<file path="config.mk">
export PLATFORM = sky130hd
export DESIGN_NAME = factor_stream_engine
export DESIGN_NICKNAME = d
export VERILOG_FILES = /design/src/rtl/factor_stream_engine.sv
export SDC_FILE = /design/constraint.sdc
export NUM_CORES = 1
export LEC_CHECK = 0
export ABC_AREA = 1
export CAP_MARGIN = 40
export CORE_ASPECT_RATIO = 0.75
export CORE_MARGIN = 10
export CORE_UTILIZATION = 47
export CTS_CLUSTER_SIZE = 24
export DETAILED_ROUTE_END_ITERATION = 10
export PLACE_DENSITY = 0.71
export SLEW_MARGIN = 20
export SYNTH_ARGS = -nofsm -noshare
export SYNTH_HDL_FRONTEND = slang
export SYNTH_SLANG_ARGS = --single-unit
</file>
<file path="constraint.sdc">
create_clock -name clk -period 2.1 [get_ports clk]
set_input_delay 0.315 -clock clk [delete_from_list [all_inputs] [get_ports clk]]
set_output_delay 0.315 -clock clk [all_outputs]
set_load 0.01 [all_outputs]
</file>
<file path="src/rtl/factor_stream_engine.sv">
// Streaming prime-factorization engine: trial division with a serial restoring divider.
// Optional FACT_ODD_STEP_EN: after d=2 the divisor visits only odd values.
module factor_stream_engine #(
   parameter int WIDTH = 8
) (
   input  logic             clk,
   input  logic             reset,
   input  logic             Start,
   input  logic [WIDTH-1:0] InN,
   output logic             Busy,
   output logic [WIDTH-1:0] Out,
   output logic             OutValid,
   input  logic             OutReady,
   output logic             OutLast
);

   localparam int CW = $clog2(WIDTH) + 1;

   localparam logic [2:0] S_IDLE  = 3'd0;
   localparam logic [2:0] S_CHECK = 3'd1;
   localparam logic [2:0] S_DIV   = 3'd2;
   localparam logic [2:0] S_EVAL  = 3'd3;
   localparam logic [2:0] S_EMIT  = 3'd4;

   localparam logic [WIDTH-1:0]   D_MAX   = '1;
   localparam logic [2*WIDTH-1:0] DSQ_MAX = '1;

   logic [2:0]         state_reg, state_next;
   logic [WIDTH-1:0]   n_reg, n_next;
   logic [WIDTH-1:0]   d_reg, d_next;
   logic [2*WIDTH-1:0] dsq_reg, dsq_next;
   logic [WIDTH-1:0]   q_reg, q_next;
   logic [WIDTH-1:0]   r_reg, r_next;
   logic [CW-1:0]      cnt_reg, cnt_next;
   logic [WIDTH-1:0]   out_reg, out_next;
   logic               out_valid_reg, out_valid_next;
   logic               out_last_reg, out_last_next;
   logic               busy_reg, busy_next;

   // One restoring-division bit: shift the next dividend bit into the remainder.
   logic [WIDTH:0]     rem_shift;
   logic [WIDTH:0]     rem_trial;
   logic [WIDTH-1:0]   div_q;
   logic [WIDTH-1:0]   div_r;

   always_comb begin
      rem_shift = {r_reg, q_reg[WIDTH-1]};
      rem_trial = rem_shift - {1'b0, d_reg};
      if (!rem_trial[WIDTH]) begin
         div_r = rem_trial[WIDTH-1:0];
         div_q = {q_reg[WIDTH-2:0], 1'b1};
      end else begin
         div_r = rem_shift[WIDTH-1:0];
         div_q = {q_reg[WIDTH-2:0], 1'b0};
      end
   end

   // Next divisor and its square, kept incrementally so no multiplier is needed.
   logic [WIDTH-1:0]   step_d;
   logic [2*WIDTH-1:0] step_dsq;

   always_comb begin
      step_d   = d_reg;
      step_dsq = dsq_reg;
`ifdef FACT_ODD_STEP_EN
      if (d_reg == WIDTH'(2)) begin
         step_d   = WIDTH'(3);
         step_dsq = (2*WIDTH)'(9);
      end else if (d_reg > D_MAX - WIDTH'(2)) begin
         step_d   = D_MAX;
         step_dsq = DSQ_MAX;
      end else begin
         step_d   = d_reg + WIDTH'(2);
         step_dsq = dsq_reg + {{(WIDTH-2){1'b0}}, d_reg, 2'b00} + (2*WIDTH)'(4);
      end
`else
      if (d_reg == D_MAX) begin
         step_d   = D_MAX;
         step_dsq = DSQ_MAX;
      end else begin
         step_d   = d_reg + WIDTH'(1);
         step_dsq = dsq_reg + {{(WIDTH-1){1'b0}}, d_reg, 1'b1};
      end
`endif
   end

   always_comb begin
      state_next     = state_reg;
      n_next         = n_reg;
      d_next         = d_reg;
      dsq_next       = dsq_reg;
      q_next         = q_reg;
      r_next         = r_reg;
      cnt_next       = cnt_reg;
      out_next       = out_reg;
      out_valid_next = out_valid_reg;
      out_last_next  = out_last_reg;
      busy_next      = busy_reg;

      case (state_reg)
         S_IDLE: begin
            if (Start && !busy_reg) begin
               n_next    = InN;
               d_next    = WIDTH'(2);
               dsq_next  = (2*WIDTH)'(4);
               busy_next = 1'b1;
               if (InN < WIDTH'(2)) begin
                  out_next       = InN;
                  out_last_next  = 1'b1;
                  out_valid_next = 1'b1;
                  state_next     = S_EMIT;
               end else begin
                  state_next = S_CHECK;
               end
            end
         end

         S_CHECK: begin
            // Once d*d exceeds the cofactor, the cofactor itself is prime.
            if (dsq_reg > {{WIDTH{1'b0}}, n_reg}) begin
               out_next       = n_reg;
               out_last_next  = 1'b1;
               out_valid_next = 1'b1;
               state_next     = S_EMIT;
            end else begin
               q_next     = n_reg;
               r_next     = '0;
               cnt_next   = CW'(WIDTH);
               state_next = S_DIV;
            end
         end

         S_DIV: begin
            q_next = div_q;
            r_next = div_r;
            if (cnt_reg == CW'(1)) begin
               state_next = S_EVAL;
            end else begin
               cnt_next = cnt_reg - CW'(1);
            end
         end

         S_EVAL: begin
            if (r_reg == '0) begin
               out_next       = d_reg;
               out_last_next  = 1'b0;
               out_valid_next = 1'b1;
               n_next         = q_reg;
               state_next     = S_EMIT;
            end else begin
               d_next     = step_d;
               dsq_next   = step_dsq;
               state_next = S_CHECK;
            end
         end

         S_EMIT: begin
            if (OutReady) begin
               out_valid_next = 1'b0;
               if (out_last_reg) begin
                  out_last_next = 1'b0;
                  busy_next     = 1'b0;
                  state_next    = S_IDLE;
               end else begin
                  state_next = S_CHECK;
               end
            end
         end

         default: begin
            state_next = S_IDLE;
         end
      endcase
   end

   always_ff @(posedge clk or negedge reset) begin
      if (!reset) begin
         state_reg     <= S_IDLE;
         n_reg         <= '0;
         d_reg         <= '0;
         dsq_reg       <= '0;
         q_reg         <= '0;
         r_reg         <= '0;
         cnt_reg       <= '0;
         out_reg       <= '0;
         out_valid_reg <= 1'b0;
         out_last_reg  <= 1'b0;
         busy_reg      <= 1'b0;
      end else begin
         state_reg     <= state_next;
         n_reg         <= n_next;
         d_reg         <= d_next;
         dsq_reg       <= dsq_next;
         q_reg         <= q_next;
         r_reg         <= r_next;
         cnt_reg       <= cnt_next;
         out_reg       <= out_next;
         out_valid_reg <= out_valid_next;
         out_last_reg  <= out_last_next;
         busy_reg      <= busy_next;
      end
   end

   assign Busy     = busy_reg;
   assign Out      = out_reg;
   assign OutValid = out_valid_reg;
   assign OutLast  = out_last_reg;

endmodule

</file>
==> results of run 1 <==
[Yosys cell counts (all sizes together)]
cell type,instances
or2,6
buf,11
dfrtp,66
o21ai,52
nand4,8
a22oi,1
xor2,4
o31ai,1
nand2,193
nor3,6
and2,1
a31oi,4
nand3b,2
a21oi,27
o22ai,9
clkbuf,2
clkinv,2
nor2,37
fa,2
inv,89
ha,27
a21o,2
o21bai,1
xnor2,2
o211ai,7
nand3,81
[per-stage QoR]
step	TNS, ps	total power, mW	instances	util
after CTS	0	7.885	818	0.5551
final	0	7.979	819	0.5589
after floorplan	0	5.203	643	-
after global routing	-73.37	8.703	819	0.5589
after global placement	0	6.237	802	0.5253
after detailed placement	0	6.358	802	0.5253
[timing repair]
item,in CTS,in global routing
setup endpoints to repair,0,26
endpoints found under the hold margin,0,0
hold buffers,0,0
gates resized for setup,0,6
[power by group through the flow]
stage	clock network (mW)	logic (mW)	registers [mW]
after floorplan	0	3.17	2.03
after global placement	0	4.19	2.05
after detailed placement	0	4.29	2.07
after CTS	1.51	4.32	2.06
after global routing	1.57	5.02	2.11
final	1.47	4.44	2.06
[logic make-up after synthesis]
logic type	after synthesis	synth area share
and+or+nand+nor	334	0.3299
AOI/OAI and AO/OA	104	0.1268
buffers and inverters	104	0.09441
DFF	66	0.3561
adders and majority gates	29	0.08147
xor gates and xnor gates	6	0.01133
[routing by layer]
metal | share of wire | vias to the layer above
met5 | 0 | -
met4 | 0.012 | 0
met3 | 0.082 | 19
met2 | 0.43 | 160
met1 | 0.47 | 2066
li1 | - | 2191
[worst max-delay path by stage]
stage                                     from                    to
after global placement    q_reg[7]$_DFFE_PN0P_  r_reg[0]$_DFFE_PN0P_
after floorplan           d_reg[0]$_DFFE_PN0P_  r_reg[5]$_DFFE_PN0P_
after CTS                 q_reg[7]$_DFFE_PN0P_  r_reg[4]$_DFFE_PN0P_
after detailed placement  q_reg[7]$_DFFE_PN0P_  r_reg[3]$_DFFE_PN0P_
after global routing      d_reg[0]$_DFFE_PN0P_  d_reg[0]$_DFFE_PN0P_
final                     q_reg[7]$_DFFE_PN0P_  r_reg[5]$_DFFE_PN0P_
[worst max-delay path, delay by kind of cell, from the launching register on]
family / cells / cell delay, ps
AOI/OAI and AO/OA: 1 / 170
buffers and inverters: 1 / 80
adders and majority gates: 2 / 630
and+or+nand+nor: 7 / 650
DFF: 1 / 340
[layout make-up]
cell class / instances / area [um2] / share of cell area
clock buffer: 11 / 232.7 / 0.04312
clock inverter: 5 / 55.05 / 0.01020
inverter: 91 / 345.3 / 0.06398
multi-input combinational: 474 / 2584 / 0.4787
sequential: 66 / 1653 / 0.3062
tap: 132 / 165.2 / 0.03060
timing repair buffer: 40 / 362.8 / 0.06722
==> results by group, run 1 <==
Outcome
  – Status: finished with violations
  – Failing checks: hold timing

Timing
  – RSZ-0062 raised after global routing: yes
  – Final Max Slew Viols: 0
  – Final setup margin: about 120 ps
  – F_max: 0.5044 GHz
  – Clock Skew: about 5.2 ps
  – Count of final hold-check violations: 2
  – Tcrit/Tclk final: 0.9441
  – Slew headroom: 0.7121
  – Worst-margin pin slew: 427.3 ps
  – Final min period: 1983 ps
  – Final hold slack: -2.422 ps
  – Setup-failing EPs final: 0

Yosys
  – Netlist cell types: between 40 and 50
  – Synthesis-stage register bit count: 66
  – Seq/Total Area, Yosys: 0.3561
  – Syn Std Cell Area: between 0.004 and 0.005 mm2
  – Synth warn: 0
  – Cell taking the most area after synthesis: dfrtp_1
  – Top cell type's share of synthesized area: 0.3561
  – Post-Syn Area per Cell: around 7.2 um2
  – Synth Net Count: approximately 680
  – Top cells by area, synth: dfrtp_1 (36%), nand2_1 (15%), nand3_1 (8.5%)
  – Post-Synthesis Cells: roughly 640

GRT
  – First-pass GRT wire length: between 20,000 and 25,000 um
  – Largest net degree at the start of global routing: 67
  – GRT met3 Usage: 0.04610
  – Initial antenna violation count: 0
  – Met1 Use GR: 0.2465
  – Met2 Use GR: 0.2591
  – Global-route usage over all layers: 0.1748
  – Total gr overflow: 0
  – Vias in the first global route: 4,055
  – Global route hottest layer: met2

Critical path
  – Slowest CP cell: fa_1
  – Worst R2R End: r_reg[5]$_DFFE_PN0P_
  – Reg2Reg Setup Slack: between 100 and 150 ps
  – Critical path's largest stage delay: between 400 and 500 ps
  – Critical Path, Cell by Cell: inv_1, ha_1, fa_1, o21ai_2, nand2_1, nand2_1, nand2_4, nand2_2, nand2_1, nand3_1, nand2_1
  – Worst-path fanout max: 10
  – Crit. End Element: register
  – Reg2Reg Launch Point: q_reg[7]$_DFFE_PN0P_
  – R2R depth: 11
  – Worst path required time: 2330 ps
  – CP Launch Type: register
  – WP data arrival: approximately 2200 ps
  – Critical path type: reg -> reg
  – Crit path top cell by count: nand2_1

Final layout
  – Max FFs per register: 16
  – Nets: between 700 and 800
  – Number of diodes: 0
  – Final instance area: roughly 0.0054 mm2
  – Most frequent cells in the layout: nand2_1 (184), nand3_1 (79), inv_1 (78), dfrtp_1 (65), o21ai_0 (41)
  – Synth-to-Final Area Change: 16.37%
  – Commonest non-fill, non-tap cell in the layout: nand2_1
  – Layout cell share with drive strength beyond 1: 0.1092
  – Number of fill cells: between 800 and 900

Floorplan
  – Die W: ~130 um
  – Initial Util: 0.4802
  – Die height: 106.0 um
  – Core ar.: roughly 0.0097 mm2
  – Die ar.: about 0.014 mm2
  – # IOs: 23
  – Num rows: 31

Detailed routing
  – Vias per inst: ~5.4
  – Drt total wl: approximately 12,000 um
  – Wire length per cell: around 15 um
  – DR iter-0 viols: 404
  – Vias: approximately 4,400
  – First drt pass iteration count: 6
  – Post-route ant nets: 0
  – DRC Markers: 0

Placed design
  – PortBufs: 22
  – Detailed placer's ending HPWL: ~9300 um
  – Placed cell area: roughly 0.005 mm2
  – Routability cong.: ~0.9
  – Pre-CTS WS: 103.5 ps

Worst hold path
  – Hold Path Class: in -> async

Flow run
  – Max-cap violations: 0

Clocking
  – Clock Latency Late Sink: around 340 ps
  – CTS tree: yes
  – H-tree Lvls: 3
  – Post-CTS Setup Repair Bufs: 0
  – CTS Buf Count: 9
  – Clk slew on worst S/H paths: roughly 60 ps
  – Clock root buffer: clkbuf_16
  – Clock Tree Buf Depth: 2
  – Sink Count: 66

Pwr
  – Net load switching power: 3.695 mW
  – Power share of the combinational group: 0.557
  – Pwr Density: 1478 mW/mm2
  – Sequential Power Share: 0.258
  – P_int: 4.284 mW
  – Clk pwr share: 0.185
  – VDD IR-drop max: between 0.7 and 0.8 mV
  – Switching Fraction: 0.4631
  – Static Leak: between 2 and 3 nW
No activity file was read; power rests on OpenSTA's default activity.
==> run 2, diff against run 1 <==
Settings changed: CELL_PAD_IN_SITES_DETAIL_PLACEMENT set to 0, CELL_PAD_IN_SITES_GLOBAL_PLACEMENT set to 2, CORE_UTILIZATION 47 to 32, PLACE_DENSITY 0.71 to 0.81.
==> run 2 against run 1 <==
The run now ends clean. Sequential power barely moved. Die area rose by 38%. Worst setup slack improved by 46 ps. Cell count up 9.3%. Count of clock-buffer cells in the layout shrank 2. Sequential share of layout area fell by 1.1 points.
==> results by group, run 2 (synthesis gave the netlist of run 1 again) <==
Critical path
  – Worst path required time: 2360 ps (+30 ps)
  – Critical path's largest stage delay: 500 ps (+80 ps)
  – CP Launch Type: register
  – Crit path top cell by count: nand2_1
  – Critical path endpoint: dsq_reg[9]$_DFFE_PN0P_
  – Critical Path, Cell by Cell: ha_1, or2_2, nand3b_1, nand2_1, nand2_1, nand2_1, o21ai_0, nand2_1, o21ai_0
  – Reg2Reg Setup Slack: 160 ps (+50 ps)
  – R2R depth: 9 (-2)
  – Top Family by Delay on Critical Path: simple AND/OR/NAND/NOR gates
  – Worst Path Buf+Inv: 0 (-1)
  – Reg2Reg Launch Point: d_reg[1]$_DFFE_PN0P_
  – Critical path type: reg -> reg
  – Critical path depth: 9 (-2)
  – WP data arrival: 2200 ps (about the same)
  – Crit. End Element: register
  – Critical path origin: d_reg[1]$_DFFE_PN0P_
  – Worst-path fanout max: 7 (-3)
  – Slowest CP cell: dfrtp_1
  – Worst R2R End: dsq_reg[9]$_DFFE_PN0P_

Timing
  – Setup_tns: 0 ps (unchanged)
  – Final Max Slew Viols: 0 (unchanged)
  – F_max: 0.5164 GHz (+2.4%)
  – Clock Skew: 8.022 ps (+2.846 ps)
  – Count of final hold-check violations: 0 (-2)
  – RSZ-0062 raised after global routing: no
  – Tcrit/Tclk final: 0.9221 (-0.02204)
  – Worst-margin pin slew: 538.1 ps (+110.8 ps)
  – Setup-failing EPs final: 0 (unchanged)
  – Final setup margin: 163.6 ps (+46.28 ps)
  – Final min period: 1936 ps (-46.28 ps)
  – Slew headroom: 0.6413 (-0.07086)

Floorplan
  – # IOs: 23 (unchanged)
  – Die height: 124.3 um (+17%)
  – Initial Util: 0.3241 (-0.1561)
  – Core ar.: 0.01431 mm2 (+48%)
  – Die ar.: 0.01976 mm2 (+38%)
  – Num rows: 38 (+23%)
  – Die W: 159.0 um (+18%)

Final layout
  – Non-filler cells in the finished layout: 895 (+9.3%)
  – Number of fill cells: 1,495 (+69%)
  – Commonest non-fill, non-tap cell in the layout: nand2_1
  – Reg area: 0.001653 mm2 (unchanged)
  – Layout cell share with drive strength beyond 1: 0.1252 (+0.01601)
  – Most frequent cells in the layout: nand2_1 (183), nand3_1 (79), inv_1 (78), dfrtp_1 (65), o21ai_0 (40)
  – Nets: 731 (+1.1%)
  – Synth-to-Final Area Change: 20.80%
  – Area of the multi-input gates: 0.002604 mm2 (+0.77%)
  – Max FFs per register: 16 (unchanged)
  – Number of diodes: 0 (unchanged)

Pwr
  – Net load switching power: 3.839 mW (+3.9%)
  – Power share of the combinational group: 0.550 (-0.007)
  – Pwr Density: 1483 mW/mm2 (+0.35%)
  – Sequential Power Share: 0.247 (-0.011)
  – P_int: 4.472 mW (+4.4%)
  – Switching Fraction: 0.4620 (-0.001099)
  – Static Leak: 2.854 nW (+2.9%)
  – Clk pwr share: 0.203 (+0.018)
  – VDD IR-drop max: 0.5701 mV (-27%)

Clocking
  – Sink Count: 66 (unchanged)
  – Clock Tree Buf Depth: 2 (unchanged)
  – Post-CTS Setup Repair Bufs: 0 (unchanged)
  – Clk slew on worst S/H paths: 60 ps (about the same)
  – Clock root buffer: clkbuf_16
  – H-tree Lvls: 3 (unchanged)
  – Clock Latency Late Sink: 350 ps (about the same)
  – CTS tree: yes
  – CTS Buf Count: 9 (unchanged)

Worst hold path
  – Hold Path Class: reg -> reg

Detailed routing
  – Post-route ant nets: 0 (unchanged)
  – DRC Markers: 0 (unchanged)
  – Vias: 4,367 (-1.6%)
  – DR iter-0 viols: 281 (-30%)
  – Drt total wl: 13,710 um (+11%)
  – Vias per inst: 4.879 (-9.9%)
  – First drt pass iteration count: 5 (-1)
  – Wire length per cell: 15.32 um (+2.0%)

Placed design
  – Detailed placer's ending HPWL: 10,560 um (+14%)
  – Routability cong.: 0.8323 (-6.0%)
  – Number of cells in the design after placement: 877 (+9.4%)
  – Pre-CTS WS: 107.3 ps (+3.851 ps)
  – PortBufs: 22 (unchanged)

GRT
  – First-pass GRT wire length: 22,630 um (+12%)
  – Largest net degree at the start of global routing: 28 (-58%)
  – Initial antenna violation count: 0 (unchanged)
  – Total gr overflow: 0 (unchanged)
  – Global-route usage over all layers: 0.1415 (-0.03334)
  – Vias in the first global route: 4,199 (+3.6%)

Flow run
  – Max-cap violations: 0 (unchanged)

Outcome
  – Status: completed
==> run 2: layer usage <==
layer / track usage / share of wire / vias to the layer above
met2: 0.2034 / 0.42 / 119
met4: 0.04187 / 0.0075 / 0
met1: 0.2054 / 0.52 / 2037
li1: - / - / 2202
met5: 0 / 0 / -
met3: 0.03104 / 0.055 / 9
==> run 2: timing repair <==
action / 4_1_cts / 5_1_grt
endpoints found under the hold margin: 20 / 0
resized for setup: 0 / 12
endpoints found under the setup margin: 0 / 15
hold buffers: 1 / 0
==> run 2: worst min-delay path, cell delays in order, from the launching register on <==
cell and delay [ps]:
dfrtp_1 340, nand2_1 50, nand2_1 40
==> run 2: power groups by stage <==
stage | clock [mW] | combinational, mW | sequential (mW)
2_1_floorplan | 0 | 3.17 | 2.03
3_3_place_gp | 0 | 4.38 | 2.07
3_5_place_dp | 0 | 4.42 | 2.08
4_1_cts | 1.74 | 4.44 | 2.06
5_1_grt | 1.77 | 5.18 | 2.12
6_report | 1.69 | 4.57 | 2.05
==> run 2: final cells by class <==
type	count	share of cell area
multi-input combinational	474	0.4647
inverter	91	0.06163
sequential	66	0.2950
tap	200	0.04466
clock inverter	7	0.01787
clock buffer	9	0.04020
timing repair buffer	48	0.07593
==> run 2: how the worst min path moves through the flow <==
stage                  startpoint                     end  slack (ps)  cells after the start
2_1_floorplan               reset        Busy$_DFFE_PN0P_          20                      0
3_3_place_gp                reset  dsq_reg[5]$_DFFE_PN0P_         320                      1
3_5_place_dp                reset  dsq_reg[5]$_DFFE_PN0P_         330                      1
4_1_cts        Out[1]$_DFFE_PN0P_      Out[1]$_DFFE_PN0P_         470                      2
5_1_grt        Out[7]$_DFFE_PN0P_      Out[7]$_DFFE_PN0P_         490                      2
6_report       Out[1]$_DFFE_PN0P_      Out[1]$_DFFE_PN0P_         470                      2
==> run 2: through the flow <==
stage | total power [mW] | util | instance area [um2] | hold slack (ps)
finish | 8.311 | 0.3915 | 5603 | 467.5
global route | 9.064 | 0.3915 | 5603 | 494.9
CTS | 8.236 | 0.3876 | 5547 | 473.8
detailed placement | 6.494 | 0.3641 | 5211 | 332.3
global placement | 6.448 | 0.3641 | 5211 | 324.5
floorplan | 5.203 | - | 4638 | 19.41
==> run 3, diff against run 2 <==
Settings changed: CTS_CLUSTER_SIZE 24 to 16.
==> results of run 3 <==
Final layout, timing and power as in run 2 (identical DEF).
